### src/rtl/uart_tx_sched_if.sv
// Bus interface for uart_tx_sched: requester handshake plus transmitter control.
// master = scheduler side, slave = requesters/transmitter side.
interface uart_tx_sched_if #(
    parameter int N_REQ       = 4,
    parameter int PACKET_SIZE = 4
);
    logic [N_REQ-1:0]             req;
    logic [N_REQ*PACKET_SIZE-1:0] reqData;
    logic [N_REQ-1:0]             grant;
    logic [N_REQ-1:0]             ack;
    logic                         sendSig;
    logic                         txStart;
    logic [PACKET_SIZE-1:0]       txData;
    logic                         txBusy;
    logic                         err;

    modport master (
        input  req, reqData, txBusy,
        output grant, ack, sendSig, txStart, txData, err
    );

    modport slave (
        output req, reqData, txBusy,
        input  grant, ack, sendSig, txStart, txData, err
    );
endinterface

### src/rtl/uart_tx_sched.sv
// uart_tx_sched: round-robin scheduler sharing one UART transmitter among N_REQ
// requesters. Each transaction: grant, latch packet, announce on sendSig, start
// the transmitter, wait for it to finish, idle guard, then ack the requester.
// Optional watchdog on the BUSY phase: define UART_SCHED_TIMEOUT_EN.
module uart_tx_sched #(
    parameter int PACKET_SIZE    = 4,
    parameter int N_REQ          = 4,
    parameter int CYCLE_DIV      = 100,
    parameter int ANNOUNCE_TICKS = 1,
    parameter int GAP_TICKS      = 0,
    parameter int GUARD_TICKS    = 1,
    parameter int TIMEOUT_TICKS  = 64
) (
    input  logic             clk,
    input  logic             rst_n,
    uart_tx_sched_if.master  bus
);

    typedef enum logic [2:0] {
        ST_IDLE,
        ST_ANNOUNCE,
        ST_GAP,
        ST_BUSY,
        ST_GUARD
    } state_t;

    localparam int CNT_W     = (CYCLE_DIV > 1) ? $clog2(CYCLE_DIV) : 1;
    localparam int MAX_AG    = (ANNOUNCE_TICKS > GAP_TICKS) ? ANNOUNCE_TICKS : GAP_TICKS;
    localparam int MAX_GT    = (GUARD_TICKS > TIMEOUT_TICKS) ? GUARD_TICKS : TIMEOUT_TICKS;
    localparam int MAX_TICKS = (MAX_AG > MAX_GT) ? MAX_AG : MAX_GT;
    localparam int TICK_W    = $clog2(MAX_TICKS + 1);
    localparam int IDX_W     = $clog2(N_REQ);

    localparam logic [CNT_W-1:0]  DIV_LAST   = CNT_W'(CYCLE_DIV - 1);
    localparam logic [TICK_W-1:0] ANN_LAST   = TICK_W'(ANNOUNCE_TICKS - 1);
    localparam logic [TICK_W-1:0] GAP_LAST   = TICK_W'(GAP_TICKS - 1);
    localparam logic [TICK_W-1:0] GUARD_LAST = TICK_W'(GUARD_TICKS - 1);
`ifdef UART_SCHED_TIMEOUT_EN
    localparam logic [TICK_W-1:0] TMO_LAST   = TICK_W'(TIMEOUT_TICKS - 1);
`endif

    state_t                  state_q, state_d;
    logic [CNT_W-1:0]        div_q, div_d;
    logic [TICK_W-1:0]       ticks_q, ticks_d;
    logic [IDX_W-1:0]        last_q, last_d;
    logic [N_REQ-1:0]        grant_q, grant_d;
    logic [N_REQ-1:0]        ack_q, ack_d;
    logic                    send_q, send_d;
    logic                    start_q, start_d;
    logic [PACKET_SIZE-1:0]  data_q, data_d;
    logic                    err_q, err_d;
    logic                    seen_q, seen_d;

    logic                    tick;
    logic                    pick_valid;
    logic [IDX_W-1:0]        pick_idx;
    int                      cand;

    // Round-robin search: first pending request strictly after the last grant, with wrap.
    always_comb begin
        pick_valid = 1'b0;
        pick_idx   = '0;
        cand       = 0;
        for (int i = 1; i <= N_REQ; i++) begin
            cand = int'(last_q) + i;
            if (cand >= N_REQ) begin
                cand = cand - N_REQ;
            end
            if (!pick_valid && bus.req[cand]) begin
                pick_valid = 1'b1;
                pick_idx   = IDX_W'(cand);
            end
        end
    end

    // Transaction FSM: next state, registered outputs, and per-phase divider/tick count.
    always_comb begin
        state_d = state_q;
        last_d  = last_q;
        grant_d = grant_q;
        ack_d   = '0;
        send_d  = send_q;
        start_d = 1'b0;
        data_d  = data_q;
        err_d   = 1'b0;
        seen_d  = seen_q;
        div_d   = div_q;
        ticks_d = ticks_q;
        tick    = (div_q == DIV_LAST);

        case (state_q)
            ST_IDLE: begin
                if (pick_valid) begin
                    grant_d = {{(N_REQ-1){1'b0}}, 1'b1} << pick_idx;
                    data_d  = bus.reqData[int'(pick_idx)*PACKET_SIZE +: PACKET_SIZE];
                    last_d  = pick_idx;
                    send_d  = 1'b1;
                    state_d = ST_ANNOUNCE;
                end
            end
            ST_ANNOUNCE: begin
                if (tick && ticks_q == ANN_LAST) begin
                    send_d = 1'b0;
                    if (GAP_TICKS == 0) begin
                        start_d = 1'b1;
                        seen_d  = 1'b0;
                        state_d = ST_BUSY;
                    end else begin
                        state_d = ST_GAP;
                    end
                end
            end
            ST_GAP: begin
                if (tick && ticks_q == GAP_LAST) begin
                    start_d = 1'b1;
                    seen_d  = 1'b0;
                    state_d = ST_BUSY;
                end
            end
            ST_BUSY: begin
                // txBusy during the txStart cycle still reflects the previous frame, so it is ignored.
                if (!start_q && bus.txBusy) begin
                    seen_d = 1'b1;
                end
                if (seen_q && !bus.txBusy) begin
                    if (GUARD_TICKS == 0) begin
                        ack_d   = grant_q;
                        grant_d = '0;
                        state_d = ST_IDLE;
                    end else begin
                        state_d = ST_GUARD;
                    end
                end
`ifdef UART_SCHED_TIMEOUT_EN
                else if (tick && ticks_q == TMO_LAST) begin
                    err_d   = 1'b1;
                    grant_d = '0;
                    state_d = ST_IDLE;
                end
`endif
            end
            ST_GUARD: begin
                if (tick && ticks_q == GUARD_LAST) begin
                    ack_d   = grant_q;
                    grant_d = '0;
                    state_d = ST_IDLE;
                end
            end
            default: begin
                state_d = ST_IDLE;
                grant_d = '0;
                send_d  = 1'b0;
            end
        endcase

        if (state_d != state_q) begin
            div_d   = '0;
            ticks_d = '0;
        end else if (tick) begin
            div_d   = '0;
            ticks_d = ticks_q + 1'b1;
        end else begin
            div_d   = div_q + 1'b1;
        end
    end

    // State and output registers; reset aborts any transaction immediately without ack.
    always_ff @(posedge clk or negedge rst_n) begin
        if (!rst_n) begin
            state_q <= ST_IDLE;
            div_q   <= '0;
            ticks_q <= '0;
            last_q  <= IDX_W'(N_REQ - 1);
            grant_q <= '0;
            ack_q   <= '0;
            send_q  <= 1'b0;
            start_q <= 1'b0;
            data_q  <= '0;
            err_q   <= 1'b0;
            seen_q  <= 1'b0;
        end else begin
            state_q <= state_d;
            div_q   <= div_d;
            ticks_q <= ticks_d;
            last_q  <= last_d;
            grant_q <= grant_d;
            ack_q   <= ack_d;
            send_q  <= send_d;
            start_q <= start_d;
            data_q  <= data_d;
            err_q   <= err_d;
            seen_q  <= seen_d;
        end
    end

    assign bus.grant   = grant_q;
    assign bus.ack     = ack_q;
    assign bus.sendSig = send_q;
    assign bus.txStart = start_q;
    assign bus.txData  = data_q;
    assign bus.err     = err_q;

endmodule

### src/flat_wrapper.sv
// flat-port wrapper written by rule: the top's interface ports become plain ports
module uart_tx_sched_flat 
#(
    parameter int PACKET_SIZE    = 4,
    parameter int N_REQ          = 4,
    parameter int CYCLE_DIV      = 100,
    parameter int ANNOUNCE_TICKS = 1,
    parameter int GAP_TICKS      = 0,
    parameter int GUARD_TICKS    = 1,
    parameter int TIMEOUT_TICKS  = 64
)
  (clk, rst_n, bus_req, bus_reqData, bus_txBusy, bus_grant, bus_ack, bus_sendSig, bus_txStart, bus_txData, bus_err);
  uart_tx_sched_if #(.N_REQ(N_REQ), .PACKET_SIZE(PACKET_SIZE)) bus_i ();
  input  logic clk;
  input  logic rst_n;
  input wire logic [$bits(bus_i.req)-1:0] bus_req;
  input wire logic [$bits(bus_i.reqData)-1:0] bus_reqData;
  input wire logic [$bits(bus_i.txBusy)-1:0] bus_txBusy;
  output wire logic [$bits(bus_i.grant)-1:0] bus_grant;
  output wire logic [$bits(bus_i.ack)-1:0] bus_ack;
  output wire logic [$bits(bus_i.sendSig)-1:0] bus_sendSig;
  output wire logic [$bits(bus_i.txStart)-1:0] bus_txStart;
  output wire logic [$bits(bus_i.txData)-1:0] bus_txData;
  output wire logic [$bits(bus_i.err)-1:0] bus_err;
  assign bus_i.req = bus_req;
  assign bus_i.reqData = bus_reqData;
  assign bus_i.txBusy = bus_txBusy;
  assign bus_grant = bus_i.grant;
  assign bus_ack = bus_i.ack;
  assign bus_sendSig = bus_i.sendSig;
  assign bus_txStart = bus_i.txStart;
  assign bus_txData = bus_i.txData;
  assign bus_err = bus_i.err;
  uart_tx_sched #(.PACKET_SIZE(PACKET_SIZE), .N_REQ(N_REQ), .CYCLE_DIV(CYCLE_DIV), .ANNOUNCE_TICKS(ANNOUNCE_TICKS), .GAP_TICKS(GAP_TICKS), .GUARD_TICKS(GUARD_TICKS), .TIMEOUT_TICKS(TIMEOUT_TICKS)) u_core (.clk(clk), .rst_n(rst_n), .bus(bus_i));
endmodule
### config.mk
export PLATFORM = sky130hd
export DESIGN_NAME = uart_tx_sched_flat
export DESIGN_NICKNAME = d
export VERILOG_FILES = /design/src/rtl/uart_tx_sched_if.sv /design/src/rtl/uart_tx_sched.sv /design/src/flat_wrapper.sv
export SDC_FILE = /design/constraint.sdc
export NUM_CORES = 1
export LEC_CHECK = 0
export CAP_MARGIN = 5
export CORE_ASPECT_RATIO = 1.4
export CORE_UTILIZATION = 40
export CTS_BUF_LIST = sky130_fd_sc_hd__clkbuf_4 sky130_fd_sc_hd__clkbuf_8
export CTS_CLUSTER_SIZE = 40
export DETAILED_ROUTE_END_ITERATION = 6
export GPL_ROUTABILITY_DRIVEN = 0
export PLACE_DENSITY_LB_ADDON = 0.15
export SLEW_MARGIN = 15
export SYNTH_ARGS = -nofsm -noshare
export SYNTH_HDL_FRONTEND = slang
export SYNTH_SLANG_ARGS = --single-unit
### constraint.sdc
create_clock -name clk -period 5.2 [get_ports clk]
set_clock_uncertainty 0.05 [all_clocks]
set_input_delay 0.52 -clock clk [delete_from_list [all_inputs] [get_ports clk]]
set_output_delay 0.52 -clock clk [all_outputs]
set_load 0.03 [all_outputs]
=== Word level (Yosys, flattened, before mapping) ===
Cells that the tools add are included.

* Memories: 0
* Output and inout port bits: 15
* Bits of input ports: 23
* Register bits after elaboration: 34
* ROM bits: 0
* Bits in writable memories: 0
* Logic and storage cells: 114
* Latch bits: 0

* Add/subtract/negate cells: 10
* Magnitude comparators: 8
* Muxes and demuxes: 48
* Multipliers: 0
* Bitwise gates (word level): 2
* Reduce and logical (&&, ||, !) cells: 22
* Shifts and indexed selects: 2
* Div/mod/pow operators: 0
* Eq/ne operators: 12

{| class="wikitable"
|+ Operator list
! kind !! number
|-
| $ge A32 B4 Y1 const B || 4
|-
| $lt A32 B4 Y1 const B || 4
|-
| $mux W32 || 4
|-
| $sub A32 B4 Y32 const B || 4
|-
| $mux W7 || 4
|-
| $mux W1 || 18
|-
| $mux W4 || 4
|-
| $shiftx A16 B5 Y4 || 1
|-
| $mux W3 || 5
|-
| $pmux W3 S5 || 1
|-
| $add A7 B1 Y7 const B || 2
|-
| $eq A7 B7 Y1 const B || 2
|-
| $pmux W4 S3 || 1
|-
| $ne A2 B1 Y1 const B || 5
|-
| $bmux W1 S2 || 4
|-
| $mux W2 || 4
|-
| $logic_and A1 B1 Y1 || 7
|-
| $logic_not A7 Y1 || 1
|-
| $add A2 B2 Y3 const B || 2
|-
| $eq A3 B2 Y1 const B || 2
|-
| $pmux W1 S3 || 2
|-
| $reduce_and A3 Y1 || 2
|-
| $reduce_or A3 Y1 || 2
|-
| $logic_not A1 Y1 || 5
|-
| 13 further kinds || 14
|}

=== Depth between registers and ports, before layout ===
Gate-level depths: netlist of the first run.

* Depth after elaboration: 20
* Depth in mapped cells: 7

=== Worst setup path before layout of the first run ===
OpenSTA, ideal clock, no wires.

* Kind: register -> register
* From: register u_core.div_q[0]
* To: register u_core.div_q[3]
* Setup slack: 3173 ps
* Arrival: 1850 ps
* Cell stages (with the launch flop): 7
* Period minus slack after synthesis: 2027 ps
* Cells stage by stage: dfrtp_1 > ha_1 > nand4bb_4 > or4_4 > or4_4 > o211ai_4 > nor2_1

* Word-level cells in the longest chain between the ends: 6
* Elaborated cells between the ends (all ways): 11

{| class="wikitable"
|+ RTL lines
! element !! RTL line !! text
|-
| start: declaration || uart_tx_sched.sv:43 || <nowiki>logic [CNT_W-1:0] div_q, div_d;</nowiki>
|-
| start signal: assignment || uart_tx_sched.sv:183 || <nowiki>div_q <= div_d;</nowiki>
|-
| $eq A7 B7 Y1 || uart_tx_sched.sv:89 || <nowiki>tick = (div_q == DIV_LAST);</nowiki>
|-
| $logic_and A1 B1 Y1, on equally long branches || uart_tx_sched.sv:102, uart_tx_sched.sv:143, uart_tx_sched.sv:114 ||
|-
| $mux W3, on equally long branches || uart_tx_sched.sv:143, uart_tx_sched.sv:102, uart_tx_sched.sv:114 ||
|-
| $pmux W3 S5 || uart_tx_sched.sv:91 || <nowiki>case (state_q)</nowiki>
|-
| $ne A3 B3 Y1 || uart_tx_sched.sv:156 || <nowiki>if (state_d != state_q) begin</nowiki>
|-
| $mux W7 (*) || uart_tx_sched.sv:156 ||
|-
| net u_core.div_d[3] || uart_tx_sched.sv:43 ||
|}

Mark *: on every way through the listed nets, which the timed path passes. The rest lies on a longest branch.
A chain may end at the register's enable or synchronous reset.

=== Final worst setup path of the first run ===
* From: input bus_req[1]
* To: register u_core.data_q[2], in the netlist u_core.bus.txData[2]

* Word-level cells in the longest chain between the ends: 14
* Elaborated cells between the ends (all ways): 28

{| class="wikitable"
|+ RTL lines
! element !! RTL line !! text
|-
| start: declaration || flat_wrapper.sv:16 || <nowiki>input wire logic [$bits(bus_i.req)-1:0] bus_req;</nowiki>
|-
| $bmux W1 S2 || uart_tx_sched.sv:69 || <nowiki>if (!pick_valid && bus.req[cand]) begin</nowiki>
|-
| $mux W1 (not written as such) (2 in a row) || uart_tx_sched.sv:69 ||
|-
| $mux W1 || uart_tx_sched.sv:69 ||
|-
| $logic_not A1 Y1 || uart_tx_sched.sv:69 ||
|-
| $logic_and A1 B1 Y1 || uart_tx_sched.sv:69 ||
|-
| $mux W1 || uart_tx_sched.sv:69 ||
|-
| $logic_not A1 Y1 || uart_tx_sched.sv:69 ||
|-
| $logic_and A1 B1 Y1 || uart_tx_sched.sv:69 ||
|-
| $mux W1 || uart_tx_sched.sv:69 ||
|-
| $logic_not A1 Y1 || uart_tx_sched.sv:69 ||
|-
| $logic_and A1 B1 Y1 || uart_tx_sched.sv:69 ||
|-
| $mux W2 or $mux W1 (tied branches) || uart_tx_sched.sv:69 ||
|-
| $shiftx A16 B5 Y4 or $reduce_and A2 Y1 (tied branches) || -- ||
|-
| end signal: assignment || uart_tx_sched.sv:190 || <nowiki>data_q <= data_d;</nowiki>
|-
| end: declaration || uart_tx_sched.sv:50 || <nowiki>logic [PACKET_SIZE-1:0] data_q, data_d;</nowiki>
|}

Parallel ways exist; a longest one is shown, timed or not. The select of a mux whose other input is x is not followed.

==> metrics.csv, run 1 <==
stage,metric,value,unit
outcome,status,"complete, no violations",
drt,violation count after the first detailed-route iteration,38,
logic_synthesis,synthesized netlist net count,209,
clock_network,CTS root buf,sky130_fd_sc_hd__clkbuf_8,
clock_network,buffers inserted by post-CTS timing repair,0,
global_route,GR Layer Usage met3,5.04,%
setup_path,Bufs and invs on worst path,1,
cells_and_area,Antenna Cells,0,
logic_synthesis,Post-synth EDFFs,0,
cells_and_area,"leading cell types in the layout, fill and taps excluded","sky130_fd_sc_hd__clkdlybuf4s50_1 (36), sky130_fd_sc_hd__dfrtp_1 (32), sky130_fd_sc_hd__nor2_1 (23)",
global_route,Tot GR Track Use,17.7,%
global_route,met2 capacity usage during global routing,33.0,%
power,VDD IR max,0.000222,V
cells_and_area,final net count,246,
timing,transition at the pin with the smallest max-transition slack,1.10,ns
hold_path,hold depth,1,
die,die extent in x,59.0,um
setup_path,setup slack on the worst flop-to-flop path,2.91,ns
cells_and_area,number of inserted filler cells in the final layout,418,
place,post-DP HPWL,2.86,mm
setup_path,kind of start point of the critical path,input pin,
setup_path,cell type group with the largest total delay on the critical path,compound AO/OA/AOI/OAI gates,
clock_network,Clock Latency Late Sink,0.28,ns
power,power per unit of standard cell area,379,nW/um^2
logic_synthesis,most used flip-flop cell after synthesis,sky130_fd_sc_hd__dfrtp_1,
global_route,largest net degree at the start of global routing,35,
logic_synthesis,instance count of the mapped netlist,183,
timing,maximum frequency from static timing analysis,0.368,GHz
global_route,via count of the first global-routing pass,1499,
clock_network,H-tree depth,2,
clock_network,cts bufs inserted,5,
cells_and_area,multi-input gate area in the final layout,900,um^2
logic_synthesis,combined area of all synthesized cells,1820,um^2
die,Die H,81.8,um
timing,final setup slack of the worst path,2.48,ns
drt,DRC viols,0,
drt,final antenna-violating net count,0,
setup_path,worst r2r src,u_core.last_q[1],
setup_path,crit path max-delay cell type,sky130_fd_sc_hd__a311oi_2,
setup_path,beginning of the critical path,bus_req[1],
setup_path,type of destination of the critical path,register,
timing,hold violation total from the final report,0,
die,initial core utilization,42.2,%
global_route,number of antenna violations at the first check in global routing,0,
cells_and_area,final design instance area without fill,2320,um^2
clock_network,Bufs on Longest Clock Path,2,
die,Std-Cell Core Area,4310,um^2
logic_synthesis,number of warnings printed during yosys synthesis,0,
logic_synthesis,share of the yosys chip area belonging to registers,46.9,%
drt,number of vias after detailed routing,1474,
logic_synthesis,largest family of logic cells by synthesized area,simple AND/OR/NAND/NOR gates,
logic_synthesis,mean cell area of the mapped netlist,9.94,um^2
setup_path,number of cells on the worst reg-to-reg path,5,
timing,Pins Over Slew Limit,0,
timing,Worst slew margin,26.9,%
cells_and_area,"Core Util, Final",53.8,%
logic_synthesis,share of synthesized area spent on multiplexers,7.43,%
place,count of input and output buffers,36,
logic_synthesis,post-synthesis sequential element count,34,
setup_path,cell chain of the critical path,clkdlybuf4s50_1 -> or2_2 -> a311oi_2 -> mux2i_1 -> mux2_2 -> o21ai_2,
setup_path,arrival time worst endpoint,2.87,ns
cells_and_area,register cell area after layout,853,um^2
timing,setup repair after global routing missed its margin,false,
setup_path,Slowest Stage Delay on Critical Path,0.94,ns
clock_network,clock-pin slew of the registers on the worst-case setup and hold paths,0.06,ns
die,ports placed on the boundary,38,
logic_synthesis,distinct cell type count after synthesis,44,
logic_synthesis,Post-synth ARST share,100,%
hold_path,Worst Hold Endpoint,u_core.div_q[0],
die,die area,4830,um^2
clock_network,Clock Sinks,34,
setup_path,required time reported for the critical path endpoint,5.35,ns
global_route,grt ovf,0,
timing,final period utilization,52.2,%
setup_path,crit path max fanout,12,
global_route,wire length of the first global-routing pass,6.38,mm
place,cell area after placement,2220,um^2
global_route,met1 Resource Use GR,18.3,%
drt,mean number of vias per cell,5.25,
power,static leakage power,0.00101,uW
setup_path,Crit Reg-Reg Endpoint,u_core.bus.txData[2],
flow_run,number of violations of the max-capacitance limit,0,
drt,wire per inst,13.6,um
timing,setup-violating endpoint count in the final report,0,
setup_path,Setup CP Type,in -> reg,
timing,smallest hold slack,0.412,ns
place,setup slack after placement,2.17,ns
clock_network,number of gates resized after cts,0,
drt,total iterations of the first detailed-routing run,4,
timing,final sum of negative setup slack,0,ns
die,row count,28,
clock_network,number of buffers inserted by hold repair at cts,0,
global_route,global routing's busiest layer,met2,
hold_path,startpoint of the lowest-slack hold path,u_core.div_q[0],
cells_and_area,most common library cell in the layout ignoring fill and taps,sky130_fd_sc_hd__clkdlybuf4s50_1,
drt,Final Routed Wirelength,3.81,mm
hold_path,worst min-delay path category,reg -> reg,
logic_synthesis,simple-gate share of the synthesized area,23.2,%
timing,shortest period the worst path allows,2.72,ns
cells_and_area,fraction of final layout cells sized beyond drive strength 1,13.1,%
logic_synthesis,xor and xnor area share after synthesis,4.81,%
clock_network,CTS tree,yes,
cells_and_area,synth-to-layout area growth,27.4,%
logic_synthesis,post-synthesis adder-cell area fraction,2.06,%
logic_synthesis,Compound-Gate Fraction of Synth Area,11.8,%
## state kept, by name (all words and copies together) (netlist names)
| name | count |
|---|---|
| u_core.div_q | 7 |
| u_core.ticks_q | 7 |
| u_core.bus.ack | 4 |
| u_core.bus.grant | 4 |
| u_core.bus.txData | 4 |
| u_core.state_q | 3 |
| u_core.last_q | 2 |
| u_core.bus.sendSig | 1 |
| u_core.bus.txStart | 1 |
| u_core.seen_q | 1 |
## cell usage after synthesis (3+ instances only)
master	instances	area share, %
sky130_fd_sc_hd__mux2_2	4	2.5
sky130_fd_sc_hd__mux2i_1	9	5.0
sky130_fd_sc_hd__nand2_1	21	4.3
sky130_fd_sc_hd__nor2_1	23	4.7
sky130_fd_sc_hd__ha_1	3	2.1
sky130_fd_sc_hd__o21ai_0	9	2.5
sky130_fd_sc_hd__xnor2_1	4	1.9
sky130_fd_sc_hd__o22ai_1	3	1.0
sky130_fd_sc_hd__inv_1	7	1.4
sky130_fd_sc_hd__dfrtp_1	32	44
sky130_fd_sc_hd__nand2b_1	6	2.1
sky130_fd_sc_hd__clkbuf_1	3	0.62
sky130_fd_sc_hd__nand3_1	3	0.83
sky130_fd_sc_hd__o21ai_2	4	1.9
sky130_fd_sc_hd__and2_1	4	1.4
sky130_fd_sc_hd__xor2_1	6	2.9
sky130_fd_sc_hd__a21oi_1	7	1.9
## metal layers
| metal | wire [um] | vias to the layer above |
|---|---|---|
| li1 | - | 706 |
| met5 | 0 | - |
| met1 | 1500 | 717 |
| met4 | 46 | 0 |
| met2 | 2060 | 45 |
| met3 | 208 | 6 |
## worst max-delay path by stage
stage	end	depth (start not counted)
after global placement	u_core.bus.txData[3]	6
after detailed placement	u_core.bus.txData[0]	6
final	u_core.bus.txData[2]	6
after global routing	u_core.bus.txData[0]	6
after floorplan	u_core.div_q[3]	6
after CTS	u_core.bus.txData[2]	6
## kinds of logic (layout without fill, tap and decap cells)
logic type / Yosys count / after routing
xor gates and xnor gates: 10 / 10
and+or+nand+nor: 78 / 78
muxes: 13 / 13
adders and majority gates: 3 / 3
other: 1 / 1
buffers and inverters: 14 / 52
AOI/OAI and AO/OA: 30 / 30
DFF: 34 / 34
## stage by stage
step / total power (uW) / cells
final: 879 / 281
after detailed placement: 682 / 273
after global placement: 669 / 273
after CTS: 890 / 281
after floorplan: 582 / 183
after global routing: 934 / 281
## layout make-up
class	count	share of cell area (%)
Multi-Input combinational cell	135	38.8
Clock buffer	7	3.89
Tap cell	60	3.24
Inverter	7	1.13
Clock inverter	1	0.216
Timing Repair Buffer	37	15.9
Sequential cell	34	36.8
## power breakdown
group / internal, uW / leakage, uW / switching, uW
Sequential: 323 / 0.000425 / 50.4
Clock: 112 / 0.0000517 / 92.6
Combinational: 145 / 0.000531 / 156
Total: 581 / 0.00101 / 299
Note: power is estimated with default switching activity, not from simulation.
==> run 2, diff against run 1 <==
==> constraint.sdc (replaced) <==
create_clock -name clk -period 2.21 [get_ports clk]
set_clock_uncertainty 0.05 [all_clocks]
set_input_delay 0.221 -clock clk [delete_from_list [all_inputs] [get_ports clk]]
set_output_delay 0.221 -clock clk [all_outputs]
set_load 0.03 [all_outputs]
==> metrics.csv, run 2 (synthesis gave the netlist of run 1 again) <==
stage,metric,value,unit
power,VDD IR max,0.000497,V
hold_path,worst min-delay path category,in -> async,
setup_path,setup slack on the worst flop-to-flop path,0.08,ns
timing,maximum frequency from static timing analysis,0.470,GHz
cells_and_area,Post-Layout Cell Count,289,
timing,Worst slew margin,66.9,%
setup_path,type of destination of the critical path,register,
timing,final sum of negative setup slack,0,ns
drt,wire per inst,13.4,um
clock_network,cts bufs inserted,5,
setup_path,crit path max fanout,7,
flow_run,number of violations of the max-capacitance limit,0,
setup_path,arrival time worst endpoint,2.24,ns
power,total power consumption of the routed design,2180,uW
global_route,via count of the first global-routing pass,1561,
setup_path,kind of start point of the critical path,register,
die,row count,28,
setup_path,capturing element of the worst setup path,u_core.div_q[3],
drt,violation count after the first detailed-route iteration,24,
cells_and_area,Antenna Cells,0,
drt,DRC viols,0,
drt,Final Routed Wirelength,3.87,mm
cells_and_area,fraction of final layout cells sized beyond drive strength 1,16.6,%
global_route,grt ovf,0,
setup_path,beginning of the critical path,u_core.div_q[0],
global_route,met2 capacity usage during global routing,35.0,%
cells_and_area,most common library cell in the layout ignoring fill and taps,sky130_fd_sc_hd__clkdlybuf4s50_1,
global_route,met1 Resource Use GR,18.7,%
clock_network,Clock Sinks,34,
global_route,GR Layer Usage met3,5.98,%
global_route,number of antenna violations at the first check in global routing,0,
timing,shortest period the worst path allows,2.13,ns
cells_and_area,synth-to-layout area growth,31.8,%
die,ports placed on the boundary,38,
setup_path,Setup CP Type,reg -> reg,
global_route,global routing's busiest layer,met2,
timing,setup repair after global routing missed its margin,false,
die,initial core utilization,42.2,%
setup_path,number of cells on the worst reg-to-reg path,6,
drt,mean number of vias per cell,5.03,
cells_and_area,multi-input gate area in the final layout,902,um^2
setup_path,worst r2r src,u_core.div_q[0],
clock_network,buffers inserted by post-CTS timing repair,0,
clock_network,clock-pin slew of the registers on the worst-case setup and hold paths,0.07,ns
clock_network,Clock Latency Late Sink,0.29,ns
timing,transition at the pin with the smallest max-transition slack,0.495,ns
cells_and_area,Regs by FF count,"u_core.div_q: 7 flops, u_core.ticks_q: 7 flops",
drt,total iterations of the first detailed-routing run,4,
cells_and_area,"leading cell types in the layout, fill and taps excluded","sky130_fd_sc_hd__clkdlybuf4s50_1 (36), sky130_fd_sc_hd__dfrtp_1 (32), sky130_fd_sc_hd__nor2_1 (23)",
clock_network,H-tree depth,2,
drt,final antenna-violating net count,0,
setup_path,required time reported for the critical path endpoint,2.32,ns
global_route,wire length of the first global-routing pass,6.71,mm
place,post-DP HPWL,3.01,mm
drt,number of vias after detailed routing,1453,
die,Std-Cell Core Area,4310,um^2
setup_path,Crit Reg-Reg Endpoint,u_core.div_q[3],
cells_and_area,final net count,254,
clock_network,number of gates resized after cts,0,
place,Placed Instances,281,
clock_network,Bufs on Longest Clock Path,2,
global_route,largest net degree at the start of global routing,35,
power,power per unit of standard cell area,908,nW/um^2
cells_and_area,register cell area after layout,853,um^2
die,die area,4830,um^2
cells_and_area,"Core Util, Final",55.7,%
global_route,Tot GR Track Use,18.7,%
timing,setup-violating endpoint count in the final report,0,
timing,smallest hold slack,0.277,ns
die,Die H,81.8,um
clock_network,CTS tree,yes,
place,count of input and output buffers,36,
outcome,status,"complete, no violations",
die,die extent in x,59.0,um
cells_and_area,number of inserted filler cells in the final layout,403,
power,static leakage power,0.00105,uW
timing,hold violation total from the final report,0,
clock_network,CTS root buf,sky130_fd_sc_hd__clkbuf_8,
timing,Pins Over Slew Limit,0,
timing,final period utilization,96.2,%
clock_network,number of buffers inserted by hold repair at cts,0,
[run 2: through the flow]
stage | setup slack (ns) | cell area (um^2)
final | 0.0844 | 2400
after global routing | 0.0158 | 2400
after CTS | 0.0481 | 2400
after detailed placement | 0.0459 | 2280
after global placement | 0.109 | 2280
after floorplan | 0.183 | 1820
[run 2: worst max-delay path: stages (launching register included)]
cell,delay [ns]
sky130_fd_sc_hd__dfrtp_1,0.37
sky130_fd_sc_hd__ha_2,0.23
sky130_fd_sc_hd__nand4bb_4,0.13
sky130_fd_sc_hd__or4_4,0.54
sky130_fd_sc_hd__or4_4,0.46
sky130_fd_sc_hd__o211ai_4,0.14
sky130_fd_sc_hd__nor2_1,0.09
[run 2: worst min path at each step]
stage	startpoint	end	slack, ns	depth (start not counted)
2_1_floorplan	rst_n	u_core.bus.ack[0]	-0.12	0
3_3_place_gp	u_core.div_q[0]	u_core.div_q[0]	0.38	1
3_5_place_dp	u_core.div_q[0]	u_core.div_q[0]	0.40	1
4_1_cts	rst_n	u_core.bus.txStart	0.31	2
5_1_grt	rst_n	u_core.bus.txStart	0.32	2
6_report	rst_n	u_core.bus.txStart	0.28	2
[run 2: layout make-up]
class,count,share of cell area [%]
clock buffers,7,3.50
multi-input cells,135,37.6
flip-flops and latches,34,35.6
inverters,7,1.10
clock inverters,1,1.25
well taps,60,3.13
repair buffers,45,17.8
[run 2: report_power, final]
group / switching (uW) / internal (uW)
Sequential: 118 / 761
Clock: 219 / 362
Combinational: 362 / 356
[run 2: metal layers]
layer	part of all wire, %	routed length (um)	vias to the layer above
met1	39	1500	691
met5	0	0	-
li1	-	-	719
met3	5.4	210	6
met4	1.5	58	0
met2	54	2100	37
